## config.mk

```make
export PLATFORM = sky130hd
export DESIGN_NAME = mem_request_responder
export DESIGN_NICKNAME = d
export VERILOG_FILES = /design/src/rtl/mem_request_responder.sv
export SDC_FILE = /design/constraint.sdc
export NUM_CORES = 1
export LEC_CHECK = 0
export CAP_MARGIN = 20
export CORE_MARGIN = 4
export CORE_UTILIZATION = 41
export CTS_CLUSTER_SIZE = 24
export DETAILED_ROUTE_END_ITERATION = 12
export GPL_ROUTABILITY_DRIVEN = 0
export GPL_TIMING_DRIVEN = 0
export MAX_ROUTING_LAYER = met4
export PLACE_DENSITY = 0.87
export SETUP_SLACK_MARGIN = 0.1
export SYNTH_ARGS = -nofsm -noshare
export SYNTH_HDL_FRONTEND = slang
export SYNTH_SLANG_ARGS = --single-unit
```

## constraint.sdc

```tcl
create_clock -name CLK -period 2.2 [get_ports CLK]
set_clock_uncertainty 0.2 [all_clocks]
set_input_delay 0.44 -clock CLK [delete_from_list [all_inputs] [get_ports CLK]]
set_output_delay 0.44 -clock CLK [all_outputs]
set_load 0.05 [all_outputs]
```

## src/rtl/mem_request_responder.sv

```systemverilog
// Memory-side responder: arbitrates instruction and data requests onto one RAM port and returns ihit/dhit.
// Optional MEMRESP_PERF_EN adds icount/dcount completion counters.
module mem_request_responder #(
  parameter int ADDR_W  = 32,
  parameter int WORD_W  = 32,
  parameter int MIN_LAT = 1
) (
  input  logic              CLK,
  input  logic              RST,
  input  logic              imemREN,
  input  logic [ADDR_W-1:0] imemaddr,
  input  logic              dmemREN,
  input  logic              dmemWEN,
  input  logic [ADDR_W-1:0] dmemaddr,
  input  logic [WORD_W-1:0] dmemstore,
  output logic              ihit,
  output logic              dhit,
  output logic [WORD_W-1:0] imemload,
  output logic [WORD_W-1:0] dmemload,
  output logic              ramREN,
  output logic              ramWEN,
  output logic [ADDR_W-1:0] ramaddr,
  output logic [WORD_W-1:0] ramstore,
  input  logic [WORD_W-1:0] ramload,
  input  logic              ramready
`ifdef MEMRESP_PERF_EN
  ,
  output logic [31:0]       icount,
  output logic [31:0]       dcount
`endif
);

  // Handshake: requests are levels held until their hit; ihit/dhit are
  // single-cycle pulses; ramready only counts once the wait counter is full.
  typedef enum logic [2:0] {IDLE, DACC, IACC, DRESP, IRESP} state_t;

  localparam logic [3:0] LAT = 4'(MIN_LAT);

  state_t            state;
  state_t            state_next;
  logic [3:0]        wait_cnt;
  logic              last_d;
  logic [ADDR_W-1:0] lat_addr;
  logic [WORD_W-1:0] lat_store;
  logic              lat_wr;
  logic              d_req;
  logic              pick_d;
  logic              pick_i;
  logic              honoured;

  assign d_req    = dmemREN | dmemWEN;
  // Data wins a tie unless the previous completion was data.
  assign pick_d   = d_req && !(imemREN && last_d);
  assign pick_i   = imemREN && !pick_d;
  assign honoured = (wait_cnt == LAT) && ramready;

  always_ff @(posedge CLK) begin
    if (RST) state <= IDLE;
    else     state <= state_next;
  end

  always_comb begin
    state_next = state;
    case (state)
      IDLE: begin
        if (pick_d)      state_next = DACC;
        else if (pick_i) state_next = IACC;
      end
      DACC:    if (honoured) state_next = DRESP;
      IACC:    if (honoured) state_next = IRESP;
      DRESP:   state_next = IDLE;
      IRESP:   state_next = IDLE;
      default: state_next = IDLE;
    endcase
  end

  always_comb begin
    ramREN   = 1'b0;
    ramWEN   = 1'b0;
    ramaddr  = '0;
    ramstore = '0;
    ihit     = 1'b0;
    dhit     = 1'b0;
    case (state)
      DACC: begin
        ramWEN   = lat_wr;
        ramREN   = !lat_wr;
        ramaddr  = lat_addr;
        ramstore = lat_store;
      end
      IACC: begin
        ramREN   = 1'b1;
        ramaddr  = lat_addr;
        ramstore = lat_store;
      end
      DRESP:   dhit = 1'b1;
      IRESP:   ihit = 1'b1;
      default: ;
    endcase
  end

  always_ff @(posedge CLK) begin
    if (RST) begin
      wait_cnt  <= '0;
      last_d    <= 1'b0;
      lat_addr  <= '0;
      lat_store <= '0;
      lat_wr    <= 1'b0;
      imemload  <= '0;
      dmemload  <= '0;
    end else begin
      case (state)
        IDLE: begin
          wait_cnt <= '0;
          if (pick_d) begin
            lat_addr  <= dmemaddr;
            lat_store <= dmemstore;
            lat_wr    <= dmemWEN;
          end else if (pick_i) begin
            lat_addr  <= imemaddr;
            lat_store <= '0;
            lat_wr    <= 1'b0;
          end
        end
        DACC, IACC: begin
          if (wait_cnt != LAT) wait_cnt <= wait_cnt + 4'd1;
          if (honoured) begin
            if (state == DACC) begin
              last_d <= 1'b1;
              if (!lat_wr) dmemload <= ramload;
            end else begin
              last_d   <= 1'b0;
              imemload <= ramload;
            end
          end
        end
        default: ;
      endcase
    end
  end

`ifdef MEMRESP_PERF_EN
  always_ff @(posedge CLK) begin
    if (RST) begin
      icount <= '0;
      dcount <= '0;
    end else begin
      if (ihit) icount <= icount + 32'd1;
      if (dhit) dcount <= dcount + 32'd1;
    end
  end
`endif

endmodule

```

==> flow_summary.toml, run 1 <==
[route]
ant_nets = 0
post-route-drc-count = 0
vias = 5758
drt_iter0_markers = 256
dr.pass1.iters = 5
wl_per_cell_um = 16.13
finalWirelength_um = 18450
viasPerCell = 5.033

[logic_synthesis]
ys_ff_latch = 137
ys_seq_area_frac = 0.4896
syn_inst = 665
async_flop_share = 0
postSynthAreaPerCell_um2 = 8.423
synth.distinct_cells = 38
yosys_warnings = 0
synth_edf_count = 0
syn_area_mm2 = 0.005602
syn_nets = 801
synth-main-ff-cell = "dfxtp_1"

[clocking]
clock-sinks = 137
htree_levels = 4
insertion_delay_ps = 420
cts_buffers = 17
ctsRootBufferMaster = "clkbuf_16"
clock_tree.buffer_depth = 2
cts_hold_buf = 0
cts_tree = "built"
clk_pin_slew_ps = 60

[global_routing]
grt_pass1_vias = 5783
grt_antenna_before_repair = 0
overflow = 0
grt_pass1_wl_um = 29260
grt_max_degree = 17
grt_usage = 0.2390

[finish]
area_delta_synth_final_pct = 68.80
fin_cells = 1144
multiInputGateArea_mm2 = 0.002761
diodes = 0
fin_nets = 1091
drive_gt1_frac = 0.2273
n_fill_cell = 1054
seq_area_mm2 = 0.002745

[setup_path]
worst_path_most_repeated_cell = "buf_6"
start_kind = "register"
critical_path_arrival_ps = 1770
crit_path_max_fanout = 10
worst_ep_required_time_ps = 1560
slowest_delay_ps = 340
worst-setup-path-type = "register to output port"
worstPathCellList = "buf_6, xnor2_4, nor2_4, buf_12, clkbuf_8, and2_2, buf_6"
cp-end-kind = "output port"
critPathSlowestCell = "dfxtp_2"

[floorplanning]
core_mm2 = 0.01330
rows = 42
fp.dieArea_mm2 = 0.01560
die_width_um = 124.9
io_pins = 266
dieHeight_um = 124.9
start_util = 0.4213

[power]
peakVddDrop_uv = 689.5
p_leak_uw = 0.004012
fin_total_pwr_uw = 7759
power_density_mw_per_mm2 = 820.6

[placed_design]
pre_cts_slack_ps = -1158
dp.cells = 1105
numPortBuffers = 264
dp_hpwl_um = 13460

[sta]
setup_slack_ps = -209.6
fin_crit_ps = 2410
hold_viol_final = 0
fmax_ghz = 0.4150
worst_pin_slew_ps = 569.5
fin_crit_sh = 1.095
rsz0062_at_grt = "true"
final-max-slew-violation-count = 0
whs_ps = 249.2
slew_headroom = 0.6204
final-setup-viol-count = 64

[run_status]
status = "finished, violations left"
violations = "negative setup slack"

[flow_run]
maxCapViolCount = 0

[worst_hold_path]
hp-class = "register to register"
-- per-layer routing --
metal / wire length [µm] / global-route usage / part of all wire
met3: 1197 / 0.06132 / 0.065
met5: 0 / - / 0
met2: 9334 / 0.4071 / 0.51
met1: 7345 / 0.2683 / 0.40
met4: 569 / 0.09566 / 0.031
-- path summary, 6_finish.rpt --
check | slack (ps) | cells past startpoint | from | to
setup / recovery | -210 | 7 | state[1] | ramstore[3]
hold / removal | 250 | 2 | imemload[27] | imemload[27]
setup reg to reg | 200 | 7 | wait_cnt[0] | dmemload[5]
hold reg to reg | 250 | 2 | imemload[27] | imemload[27]
-- cells in the mapped netlist, types with 2 or more instances --
| cell | count | area (µm²) |
|---|---|---|
| maj3_1 | 2 | 20.02 |
| inv_1 | 4 | 15.01 |
| nand3_1 | 2 | 10.01 |
| a22oi_1 | 33 | 247.7 |
| a211oi_1 | 33 | 247.7 |
| mux2i_1 | 32 | 320.3 |
| o21ai_0 | 2 | 10.01 |
| buf_2 | 19 | 95.09 |
| a31oi_1 | 2 | 12.51 |
| nor3_1 | 4 | 20.02 |
| clkbuf_1 | 30 | 112.6 |
| buf_6 | 3 | 33.78 |
| and2_1 | 65 | 406.6 |
| and3_1 | 3 | 18.77 |
| nor2_1 | 71 | 266.5 |
| ha_1 | 2 | 25.02 |
| buf_1 | 3 | 11.26 |
| nand2_1 | 132 | 495.5 |
| or3_1 | 2 | 12.51 |
| dfxtp_1 | 137 | 2743 |
| a21oi_1 | 67 | 335.3 |
-- cell type report --
type / count / share of cell area
tap: 176 / 0.02329
clock inverter: 10 / 0.01231
timing repair buffer: 271 / 0.2916
multi-input combinational: 469 / 0.2920
sequential: 137 / 0.2903
inverter: 4 / 0.001588
buffer: 55 / 0.03864
clock buffer: 22 / 0.05015
-- registers in the layout (all words and copies together) (netlist names) --
signal	count
dmemload	32
imemload	32
last_d	1
lat_addr	32
lat_store	32
lat_wr	1
state	3
wait_cnt	4
-- critical path, delay by kind of cell (launching register included) --
family	cells	cell delay [ps]
buf+inv	4	590
flops	1	340
simple gates	2	250
xor+xnor	1	160
-- report_power, final --
part | internal, µW | leakage [µW] | switching (µW)
logic | 950 | 0.00261 | 1210
registers | 2670 | 0.00112 | 99.9
clock network | 1760 | 0.000287 | 1070
-- layout by cell type (no fill, tap or decap), drive strengths merged, types with 3 or more instances in the layout --
master	count
a211oi	33
a21oi	67
a22oi	33
and2	65
and3	3
buf	99
clkbuf	53
clkdlybuf4s50	132
clkinv	4
dfxtp	137
dlygate4sd2	63
inv	6
mux2i	32
nand2	132
nor2	72
nor3	4
-- timing repair --
action,CTS,global route
gates resized for setup,581,50
cloned,0,0
pin swaps,3,5
setup buffers,6,1
endpoints found under the setup margin,139,151
-- cells by family after synthesis --
kind of cell    synth area share
buf+inv                  0.04780
simple gates              0.2350
compound gates            0.1608
flops                     0.4896
fa+ha+maj               0.008041
mux                      0.05718
xor+xnor                0.001564
-- metrics by stage --
| stage | TNS (ps) | area [µm²] | util |
|---|---|---|---|
| floorplan | 0 | 5685 | - |
| global placement | -87860 | 8548 | 0.6430 |
| detailed placement | -90850 | 8548 | 0.6430 |
| CTS | -14040 | 9335 | 0.7021 |
| global route | -14880 | 9455 | 0.7112 |
| finish | -11810 | 9455 | 0.7112 |
(Power assumes the default switching activity.)
==> inputs of run 2 (changes only) <==
CAP_MARGIN = unset   (was 20)
==> results of run 2 <==
No change in the layout: final DEF, timing and power equal those of run 1.
